$ cat config.mk
export PLATFORM = sky130hd
export DESIGN_NAME = uart_baud_rx
export DESIGN_NICKNAME = d
export VERILOG_FILES = /design/src/rtl/uart_baud_rx.sv
export SDC_FILE = /design/constraint.sdc
export NUM_CORES = 1
export LEC_CHECK = 0
export CAP_MARGIN = 5
export CORE_MARGIN = 5
export CORE_UTILIZATION = 61
export DETAILED_ROUTE_END_ITERATION = 6
export PLACE_DENSITY_LB_ADDON = 0.3
export SETUP_SLACK_MARGIN = 0.02
export SKIP_CTS_REPAIR_TIMING = 1
export SYNTH_ARGS = -nofsm -noshare
export SYNTH_HDL_FRONTEND = slang
export SYNTH_SLANG_ARGS = --single-unit
$ cat constraint.sdc
create_clock -name clk -period 6.2 [get_ports clk]
set_input_delay 1.24 -clock clk [delete_from_list [all_inputs] [get_ports clk]]
set_output_delay 1.24 -clock clk [all_outputs]
set_load 0.02 [all_outputs]
$ cat src/rtl/uart_baud_rx.sv
// uart_baud_rx: programmable 16x baud divider, bit-rate clock stage and
// oversampling 8-bit frame receiver, all on one system clock with tick enables.
module uart_baud_rx #(
  parameter int unsigned DIV_W  = 16,
  parameter int unsigned DATA_W = 8
) (
  input  logic              clk,
  input  logic              rst,
  input  logic [DIV_W-1:0]  div,
  input  logic              ideal_rx,
  input  logic              parity_en,
  input  logic              parity_even,
  input  logic              rx,
  output logic              br,
  output logic              baud_clk,
  output logic              baud_tick,
  output logic [DATA_W-1:0] rv_data,
  output logic              rx_valid,
  output logic              parity_err,
  output logic              frame_err
);

  localparam int unsigned OS_W = 4;
  localparam int unsigned BC_W = 4;
  localparam int unsigned BI_W = (DATA_W > 1) ? $clog2(DATA_W) : 1;

  typedef enum logic [2:0] {
    S_IDLE,
    S_START,
    S_DATA,
    S_PARITY,
    S_STOP
  } state_t;

  logic [DIV_W-1:0]  cnt16_q, cnt16_d;
  logic [DIV_W-1:0]  div_m1;
  logic              br_q, br_d;
  logic [BC_W-1:0]   bcnt_q, bcnt_d;
  logic              baud_clk_q, baud_clk_d;
  logic              baud_tick_q, baud_tick_d;
  logic              rx_s1_q, rx_s1_d;
  logic              rx_s2_q, rx_s2_d;
  state_t            state_q, state_d;
  logic [OS_W-1:0]   os_q, os_d;
  logic [BI_W-1:0]   bit_idx_q, bit_idx_d;
  logic [DATA_W-1:0] shift_q, shift_d;
  logic              par_pend_q, par_pend_d;
  logic [DATA_W-1:0] rv_data_q, rv_data_d;
  logic              rx_valid_q, rx_valid_d;
  logic              parity_err_q, parity_err_d;
  logic              frame_err_q, frame_err_d;

  // Divider and baud stage next-state: br tick generation and bit-rate clock.
  always_comb begin
    div_m1      = (div == '0) ? '0 : div - DIV_W'(1);
    cnt16_d     = cnt16_q + DIV_W'(1);
    br_d        = 1'b0;
    bcnt_d      = bcnt_q;
    baud_clk_d  = baud_clk_q;
    baud_tick_d = 1'b0;
    // >= lets a shrinking divisor wrap on the next increment
    if (cnt16_q >= div_m1) begin
      cnt16_d = '0;
      br_d    = 1'b1;
    end
    if (br_q) begin
      bcnt_d      = bcnt_q + BC_W'(1);
      baud_clk_d  = ~bcnt_d[BC_W-1];
      baud_tick_d = (bcnt_q == BC_W'(15));
    end
  end

  // Receiver next-state: synchroniser, oversampling FSM and result capture.
  always_comb begin
    rx_s1_d      = rx;
    rx_s2_d      = rx_s1_q;
    state_d      = state_q;
    os_d         = os_q;
    bit_idx_d    = bit_idx_q;
    shift_d      = shift_q;
    par_pend_d   = par_pend_q;
    rv_data_d    = rv_data_q;
    rx_valid_d   = 1'b0;
    parity_err_d = parity_err_q;
    frame_err_d  = frame_err_q;
    if (ideal_rx) begin
      state_d   = S_IDLE;
      os_d      = '0;
      bit_idx_d = '0;
      rv_data_d = '0;
    end else if (br_q) begin
      case (state_q)
        S_IDLE: begin
          os_d = '0;
          if (!rx_s2_q) begin
            state_d   = S_START;
            bit_idx_d = '0;
          end
        end
        S_START: begin
          if (os_q == OS_W'(7)) begin
            os_d    = '0;
            state_d = rx_s2_q ? S_IDLE : S_DATA;
          end else begin
            os_d = os_q + OS_W'(1);
          end
        end
        S_DATA: begin
          os_d = os_q + OS_W'(1);
          if (os_q == OS_W'(15)) begin
            shift_d   = {rx_s2_q, shift_q[DATA_W-1:1]};
            bit_idx_d = bit_idx_q + BI_W'(1);
            if (bit_idx_q == BI_W'(DATA_W - 1)) begin
              bit_idx_d  = '0;
              par_pend_d = 1'b0;
              state_d    = parity_en ? S_PARITY : S_STOP;
            end
          end
        end
        S_PARITY: begin
          os_d = os_q + OS_W'(1);
          if (os_q == OS_W'(15)) begin
            par_pend_d = (^shift_q) ^ rx_s2_q ^ ~parity_even;
            state_d    = S_STOP;
          end
        end
        S_STOP: begin
          os_d = os_q + OS_W'(1);
          if (os_q == OS_W'(15)) begin
            rv_data_d    = shift_q;
            frame_err_d  = ~rx_s2_q;
            parity_err_d = par_pend_q;
            rx_valid_d   = 1'b1;
            os_d         = '0;
            state_d      = S_IDLE;
          end
        end
        default: begin
          state_d = S_IDLE;
          os_d    = '0;
        end
      endcase
    end
  end

  // All state registers; asynchronous active-high reset.
  always_ff @(posedge clk or posedge rst) begin
    if (rst) begin
      cnt16_q      <= '0;
      br_q         <= 1'b0;
      bcnt_q       <= '0;
      baud_clk_q   <= 1'b0;
      baud_tick_q  <= 1'b0;
      rx_s1_q      <= 1'b1;
      rx_s2_q      <= 1'b1;
      state_q      <= S_IDLE;
      os_q         <= '0;
      bit_idx_q    <= '0;
      shift_q      <= '0;
      par_pend_q   <= 1'b0;
      rv_data_q    <= '0;
      rx_valid_q   <= 1'b0;
      parity_err_q <= 1'b0;
      frame_err_q  <= 1'b0;
    end else begin
      cnt16_q      <= cnt16_d;
      br_q         <= br_d;
      bcnt_q       <= bcnt_d;
      baud_clk_q   <= baud_clk_d;
      baud_tick_q  <= baud_tick_d;
      rx_s1_q      <= rx_s1_d;
      rx_s2_q      <= rx_s2_d;
      state_q      <= state_d;
      os_q         <= os_d;
      bit_idx_q    <= bit_idx_d;
      shift_q      <= shift_d;
      par_pend_q   <= par_pend_d;
      rv_data_q    <= rv_data_d;
      rx_valid_q   <= rx_valid_d;
      parity_err_q <= parity_err_d;
      frame_err_q  <= frame_err_d;
    end
  end

  assign br         = br_q;
  assign baud_clk   = baud_clk_q;
  assign baud_tick  = baud_tick_q;
  assign rv_data    = rv_data_q;
  assign rx_valid   = rx_valid_q;
  assign parity_err = parity_err_q;
  assign frame_err  = frame_err_q;

endmodule

==> flow_summary_export.csv <==
group,metric,value,unit
synth,yosysWarnings,0,
routing,wirelength,6.05,mm
synth,async_flop_share,1.00,
synth,synth_compound_area_frac,0.106,
sta,fin_crit,4420,ps
synth,synth_area,0.00323,mm²
synth,ys.flop_type,"dfrtp_1",
routing,drtIter0Drc,119,
critical_path,crit_path_start_kind,"input port",
critical_path,cp_cell_sequence,"clkdlybuf4s50_1 > nor4_2 > or4b_1 > or3_1 > nand2_1 > ha_1 > a21o_1 > a21o_1 > a221oi_1 > o221ai_1 > buf_4 > nor2_1",
global_routing,gr-usage-met3,0.0336,
clocking,ctsLongestPathBuffers,2,
synth,syn_inst,333,
critical_path,r2r_slack,3970,ps
critical_path,crit_fanout,17,
routing,drc,0,
routing,wl_per_cell,13.9,µm
synth,ys_seq_area_frac,0.427,
final_layout,num-nets-final,410,
synth,synth-xor-area-share,0.108,
synth,netlist_top_cells_count,"dfrtp_1 (53), nand2_1 (37), nor2_1 (33)",
critical_path,worstPathRequired,6440,ps
sta,period_share,0.712,
placement,postPlaceCellArea,0.00363,mm²
global_routing,grt_pass1_wl,10.4,mm
critical_path,path_buf_inv,2,
clocking,cts_made_buffers,5,
clocking,clock_latency,310,ps
synth,synth_cell_types,48,
synth,synth.mux.area_fraction,0.0415,
sta,hold-worst-slack,366,ps
global_routing,grt_max_degree,50,
final_layout,syn2layout_area_growth,15.3,%
global_routing,grt_pass1_vias,2438,
min_path,hold_depth,0,
global_routing,grt.total_usage,0.196,
synth,synth_nets,378,
final_layout,antenna_cells,0,
synth,synth.most_common_cell,"dfrtp_1",
placement,place_ws,1430,ps
synth,yosysTopAreaCell,"dfrtp_1",
critical_path,arrival,4660,ps
sta,setup_viol,0,
synth,synth_area_per_cell,9.70,µm²
min_path,hold_class,"reg -> reg",
synth,synth-simple-area-share,0.195,
min_path,min_from,"rx_s1_q",
sta,setup_slack,1780,ps
synth,synth_edf_count,0,
min_path,holdPathEnd,"rx_s2_q",
synth,ys_ff_latch,55,
sta,worst_pin_slew,740,ps
clocking,cts_max_level,2,
placement,portBuffers,35,
run_status,status,"finished, final reports clean",
floorplan,die_w,82.8,µm
floorplan,ios,36,
synth,synthAdderAreaFrac,0.0891,
placement,hpwl,4.60,mm
clocking,cts_sinks,55,
critical_path,cp_top_family,"simple AND/OR/NAND/NOR gates",
critical_path,reg2regPathDepth,5,
clocking,cts.root.buffer_cell,"clkbuf_8",
synth,netlist.area_leader.share,0.411,
routing,firstDrtPassIters,4,
sta,rsz0062_at_grt,"false",
global_routing,antenna_found_initial,0,
clocking,cts.reportedPaths.clkPinSlew,100,ps
critical_path,endpoint_kind,"flip-flop",
job,drv_cap,0,
critical_path,critPathMostFrequentCell,"a21o_1",
synth,synth_top_cells_by_area,"dfrtp_1 (41%), ha_1 (8.9%), xnor2_1 (5.4%)",
pwr,power.density,196,mW/mm²
routing,drtAntennaViolNets,0,
sta,finalHoldViolations,0,
critical_path,timing.rr.end,"parity_err",
final_layout,layout-drive-gt1-share,0.0792,
global_routing,grt_overflow,0,
floorplan,dieHeight,82.8,µm
placement,finalWeightedCongestion,0.832,
floorplan,num_rows,26,
clocking,cts_tree,"done",
floorplan,coreArea,0.00514,mm²
global_routing,grt_use_met2,0.359,
global_routing,busiest_layer,"met2",
critical_path,critPathMaxStageDelay,550,ps
sta,clock_skew,8.71,ps
routing,vias,2476,
synth,synth_top_family_by_area,"simple AND/OR/NAND/NOR gates",
sta,tns,0,ps
floorplan,initial_core_util,0.628,
pwr,ir_worst_vdd,0.136,mV
critical_path,regToRegStartpoint,"os_q[0]",
critical_path,slowest_stage,"or3_1",
final_layout,fin_area,0.00372,mm²
final_layout,final_util,0.724,
global_routing,grt.met1_usage,0.231,
routing,viasPerCell,5.68,
sta,relSlewSlack,0.505,
sta,fmax,0.226,GHz
critical_path,crit_type,"in -> reg",
floorplan,die-area,0.00685,mm²
pwr,p_leak,1.71,nW
sta,slew_violations,0,
## flip-flops by register name (all words and copies together), names as in the netlist
| name | flops |
|---|---|
| baud_clk | 1 |
| baud_tick | 1 |
| bcnt_q | 4 |
| bit_idx_q | 3 |
| br | 1 |
| cnt16_q | 16 |
| frame_err | 1 |
| os_q | 4 |
| par_pend_q | 1 |
| parity_err | 1 |
| rv_data | 8 |
| rx_s1_q | 1 |
| rx_s2_q | 1 |
| rx_valid | 1 |
| shift_q | 8 |
| state_q | 3 |
## cells by family after synthesis
kind of cell / count (synthesis)
adders and majority gates: 23
AOI/OAI and AO/OA: 49
and+or+nand+nor: 128
xor gates and xnor gates: 40
buffers and inverters: 26
DFF: 55
muxes: 12
## worst max path at each step
stage / endpoint / slack, ps / cells past startpoint / start
2_1_floorplan: cnt16_q[10] / 2020 / 12 / div[10]
3_3_place_gp: cnt16_q[15] / 1610 / 12 / div[10]
3_5_place_dp: cnt16_q[9] / 1430 / 12 / div[10]
4_1_cts: cnt16_q[9] / 1770 / 12 / div[10]
5_1_grt: cnt16_q[15] / 1610 / 13 / div[4]
6_report: cnt16_q[9] / 1780 / 12 / div[9]
## layout make-up
class                   count  area [µm²]
clock buffers               5        68.8
clock inverters             3        25.0
fillers                   415        1420
inverters                  14        52.6
multi-input cells         252        1740
flip-flops and latches     55        1380
well taps                  70        87.6
repair buffers             37         365
## through the flow
| stage | total power (W) | cells |
|---|---|---|
| floorplan | 0.000490 | 333 |
| global placement | 0.000527 | 428 |
| detailed placement | 0.000533 | 428 |
| CTS | 0.000735 | 436 |
| global route | 0.000765 | 436 |
| finish | 0.000729 | 436 |
## where the power goes
part           total (W)  switching, W  leakage, nW  internal, W
sequential      0.000412     0.0000320        0.740     0.000380
combinational   0.000115     0.0000569        0.929    0.0000586
clock           0.000201      0.000120       0.0443    0.0000810
total           0.000729      0.000209         1.71     0.000520
## layer usage
layer / up-vias / part of all wire
met5: - / 0
met4: 0 / 0.012
met3: 6 / 0.034
met2: 56 / 0.50
met1: 1183 / 0.45
li1: 1231 / -
## cell usage in the layout, fill, tap and decap left out, drive strengths merged, types with 3 or more instances in the layout
cell type | synthesis | final
dfrtp | 53 | 53
nand2 | 37 | 37
clkdlybuf4s50 | 0 | 35
nor2 | 33 | 33
ha | 23 | 23
xor2 | 20 | 20
xnor2 | 20 | 20
inv | 14 | 14
nand3 | 13 | 13
o21ai | 11 | 11
nand4 | 11 | 11
mux2 | 11 | 11
nor3 | 9 | 9
a22o | 8 | 8
a21o | 7 | 7
a21oi | 6 | 6
clkbuf | 9 | 5
nor4 | 4 | 4
or3 | 4 | 4
a211oi | 3 | 3
and3 | 3 | 3
o31ai | 3 | 3
nor2b | 3 | 3
and2 | 3 | 3
Power figures use the tool's default switching activity.
==> RTL change 1 (config.mk and constraints unchanged) <==
The 5 states of `state_t` get a one-hot encoding in 5 bits.
--- a/src/rtl/uart_baud_rx.sv
+++ b/src/rtl/uart_baud_rx.sv
@@ -26,8 +26,8 @@
 
-  typedef enum logic [2:0] {
-    S_IDLE,
-    S_START,
-    S_DATA,
-    S_PARITY,
-    S_STOP
+  typedef enum logic [4:0] {
+    S_IDLE   = 5'b00001,
+    S_START  = 5'b00010,
+    S_DATA   = 5'b00100,
+    S_PARITY = 5'b01000,
+    S_STOP   = 5'b10000
   } state_t;
Behaviour: same outputs for any inputs over 10 cycles, from zero or initial values and one cycle with rst high; not proved beyond that.
==> RTL change 1 against the unedited design <==
Critical path depth up 1; largest cell class unchanged; area after synthesis rose by 4.8%; wire length up 2.5%; total power up 32%; clock power up 71%; sequential cell count increased by 2; worst setup slack better by 120 ps; final area is 6.8% higher; largest power group unchanged.
==> RTL change 1: results <==
[clock_tree]
cts_inserted_buffers = 9
cts_max_level = 3
clk_pin_slew_worst_paths_ps = 70
clock_latency_ps = 340

[global_route]
global_route.usage.total = 0.1915
grt_pass1_wl_um = 11250
pin_count_of_the_biggest_net_entering_global_routing = 58

[power_and_ir_drop]
leakage_uw = 0.001862
vdd_drop_max_v = 0.0001364

[final_layout]
drive_above_1_share = 0.1053
insertedDiodeCount = 0
largest_register_ff_count = 16
final_nets = 420

[synthesis]
most_frequent_cells_after_synthesis = "54 x dfrtp_1, 36 x nand2_1, 33 x nor2_1"
yosys.cell_types.count = 51
netlist_instances = 336
yosysSeqAreaShare = 0.4224
synth.area.top_cells = "dfrtp_1 40%, ha_1 8.5%, xnor2_1 5.7%, xor2_1 5.2%, nand2_1 4.0%"
mappedNetlistNets = 381

[placement]
globalplace.congestion = 0.8605
place_hpwl_um = 4559
dp_slack_ps = 1535
placed_instances = 435
place.port_buffers = 35
postPlaceCellArea_um2 = 3775

[timing]
hold_slack_ps = 361.2
achievable-frequency_ghz = 0.2328
worst_slew_margin_relative_to_its_limit = 0.5322
fin_worst_skew_ps = 7.081

[outcome]
run_status = "completed"

[route]
drt-met1-wl_um = 2836
dr.max_layer_used = "met4"
met3WireLength_um = 300
finalWirelength_um = 6202
drtIter0Drc = 91
drt-wirelength-per-cell_um = 13.72
met2WireLength_um = 2964
dr_total_vias = 2499

[setup_path]
crit_path_max_fanout = 15
critical-path-slowest-cell = "clkdlybuf4s50_1"
r2r_setup_slack_ps = 4020
worst_ep_arrival_time_ps = 4560
crit_path_max_incr_delay_ps = 460
[RTL change 1: cell types whose count changed after synthesis, moves of 4 or more]
| cell | unedited run | this run |
|---|---|---|
| nand2b_1 | 1 | 5 |
| mux2_4 | 0 | 4 |
| o21ai_0 | 11 | 6 |
| mux2i_1 | 1 | 6 |
| clkbuf_1 | 9 | 3 |
[RTL change 1: final timing paths]
check | start | to | cells after the start
min | rx_s1_q | rx_s2_q | 0
max in group asynchronous | rst | os_q[3] | 3
max reg2reg | state_q[2] | rv_data[2] | 5
min in group asynchronous | rst | cnt16_q[15] | 3
min reg2reg | rx_s1_q | rx_s2_q | 0
max | div[9] | cnt16_q[4] | 13
[RTL change 1: layout make-up]
class                   count  area (µm²)
clock inverters             6       67.56
well taps                  72       90.09
fillers                   391        1464
flip-flops and latches     57        1430
inverters                  14       52.55
multi-input cells         255        1837
clock buffers              10       127.6
repair buffers             38       370.4
[RTL change 1: kinds of logic after synthesis]
kind of cell             after synthesis  share of synthesized area
AO/OA/AOI/OAI                         39                    0.08833
XOR/XNOR                              42                     0.1086
adder cells (fa/ha/maj)               23                    0.08500
buffers and inverters                 24                    0.03511
flip-flops                            57                     0.4224
multiplexers                          21                    0.07206
AND/OR/NAND/NOR                      130                     0.1885
[RTL change 1: per-layer routing]
metal	vias up	global-route usage
met5	-	0
met3	11	0.05005
li1	1274	-
met2	58	0.3160
met4	0	0.05899
met1	1156	0.2470
[RTL change 1: power by group]
| part | leakage (µW) | total [µW] | switching [µW] | internal, µW |
|---|---|---|---|---|
| logic | 0.00101 | 170 | 83.8 | 86.2 |
| clock network | 0.0000929 | 343 | 156 | 187 |
| registers | 0.000763 | 448 | 46.4 | 401 |
| total | 0.00186 | 961 | 286 | 674 |
==> RTL change 2 (config.mk and constraints unchanged) <==
Made on the original files. `DATA_W`: 8 -> 16.
--- a/src/rtl/uart_baud_rx.sv
+++ b/src/rtl/uart_baud_rx.sv
@@ -4,3 +4,3 @@
   parameter int unsigned DIV_W  = 16,
-  parameter int unsigned DATA_W = 8
+  parameter int unsigned DATA_W = 16
 ) (
Interface: changed (resized rv_data); port bits go from 36 to 44. No check against the original RTL was run, so the function may have changed too.
==> RTL change 2 against the unedited design <==
Non-clock buffer count is 8 higher; first-iteration DRC count is 21% higher; sequential share of layout area is 1.8 points higher; hold slack worse by 6.7 ps; sequential cell count is 17 higher; wire length is 32% higher; final area is 25% higher; synthesized cell count is 13% higher; worst setup slack worse by 600 ps; fmax is 12% lower; area after synthesis is 22% higher; critical endpoint is now cnt16_q[1].
Power is not compared: it rests on default switching activity, and its combinational part moved more than twofold at a synthesized area within 25%.
==> RTL change 2: results <==
[placement]
dp_slack_ps = 915.3
place_hpwl_um = 5623
globalplace.congestion = 0.8381
place.port_buffers = 43

[route]
drtIter0Drc = 144
finalWirelength_um = 7977
drt_first_pass_iters = 5
dr_total_vias = 2942

[synthesis]
asyncSetResetFlopFracSynth = 1.000
synthesis.yosys.warnings = 0
most_frequent_cells_after_synthesis = "70 x dfrtp_1, 39 x nand2_1, 27 x a21oi_1, 27 x xnor2_1"
yosys_most_used_dff = "dfrtp_1"
yosys.cell_types.count = 47
mappedNetlistNets = 419
yosysSeqAreaShare = 0.4571
synth.area.top_cells = "dfrtp_1 44%, ha_1 7.0%, xnor2_1 6.0%, mux2_2 5.7%, xor2_1 4.9%"

[final_layout]
drive_above_1_share = 0.1182
fillerInstances = 448
final_nets = 462
insertedDiodeCount = 0

[clock_tree]
clk_pin_slew_worst_paths_ps = 80
root_buffer = "clkbuf_8"
clock_path_buffers = 2
cts_inserted_buffers = 9
clock_latency_ps = 350
cts_max_level = 3

[global_route]
grt_pass1_wl_um = 14060
global_route.usage.total = 0.2078
pin_count_of_the_biggest_net_entering_global_routing = 73
antenna_violations_before_repair = 0
grt_pass1_vias = 3081
globalRoute.totalOverflow = 0

[setup_path]
cpLargestDelayFamily = "compound AO/OA/AOI/OAI gates"
crit_path_max_fanout = 17
worst_ep_arrival_time_ps = 5180
critical_register_to_register_path_startpoint = "cnt16_q[0]"
crit_path_max_incr_delay_ps = 1000
critPathLaunch = "div[9]"
critical-path-slowest-cell = "o2111ai_1"

[outcome]
run_status = "completed"

[hold_path]
holdCritPathClass = "register to register"
hold_sp = "rx_s1_q"

[power_and_ir_drop]
leakage_uw = 0.002165
vdd_drop_max_v = 0.0002418

[timing]
fin_worst_skew_ps = 7.748
worstMarginPinSlew_ps = 1266
==> RTL change 2: stage by stage <==
step	area (µm²)	hold slack (ps)	power, µW	std cells
2_1_floorplan	3948	345.2	815.7	375
3_3_place_gp	4431	347.1	889.1	484
3_5_place_dp	4431	351.6	907.2	484
4_1_cts	4651	361.8	1317	500
5_1_grt	4651	367.0	1394	500
6_report	4651	359.4	1311	500
==> RTL change 2: layout make-up <==
class / instances / area share
Clock buffer: 9 / 0.02663
Sequential cell: 72 / 0.3879
Clock inverter: 7 / 0.02072
Inverter: 10 / 0.008071
Tap cell: 77 / 0.02072
Timing Repair Buffer: 45 / 0.09578
Multi-Input combinational cell: 280 / 0.4401
==> RTL change 2: cell families after synthesis <==
family,count (synthesis),synth area share
simple gates,114,0.1566
compound gates,75,0.1252
flops,72,0.4571
xor+xnor,49,0.1087
buf+inv,23,0.02567
fa+ha+maj,22,0.06973
mux,20,0.05705
==> RTL change 2: worst register-to-register path, cell delays in order (launching register included) <==
cell and delay (ps):
dfrtp_1 480, inv_1 100, ha_1 290, nand2b_1 100, a21oi_1 60, o21ai_0 170, a31oi_1 110, o2111ai_1 1000
a21boi_0 270
==> RTL change 2: where the power goes <==
part	switching [µW]	leakage, µW	total, µW	internal [µW]
sequential	78.0	0.000973	607	529
combinational	167	0.00108	297	130
clock	180	0.000113	407	227
total	426	0.00216	1310	885
==> RTL change 2: per-layer routing <==
layer  wire, µm  track usage  vias to the layer above
li1           -            -                     1419
met1       3434       0.2576                     1451
met2       4058       0.3390                       52
met3        312      0.06333                       20
met4        171      0.08189                        0
met5          0            0                        -
==> RTL change 2: worst paths after layout <==
kind / endpoint / slack (ps) / cells past startpoint
worst max-delay path: cnt16_q[1] / 1190 / 13
worst min-delay path: rx_s2_q / 360 / 0
worst max register to register: cnt16_q[1] / 3440 / 8
worst min register to register: rx_s2_q / 360 / 0
max in group asynchronous: rv_data[1] / 4180 / 3
min in group asynchronous: bcnt_q[3] / 1450 / 3
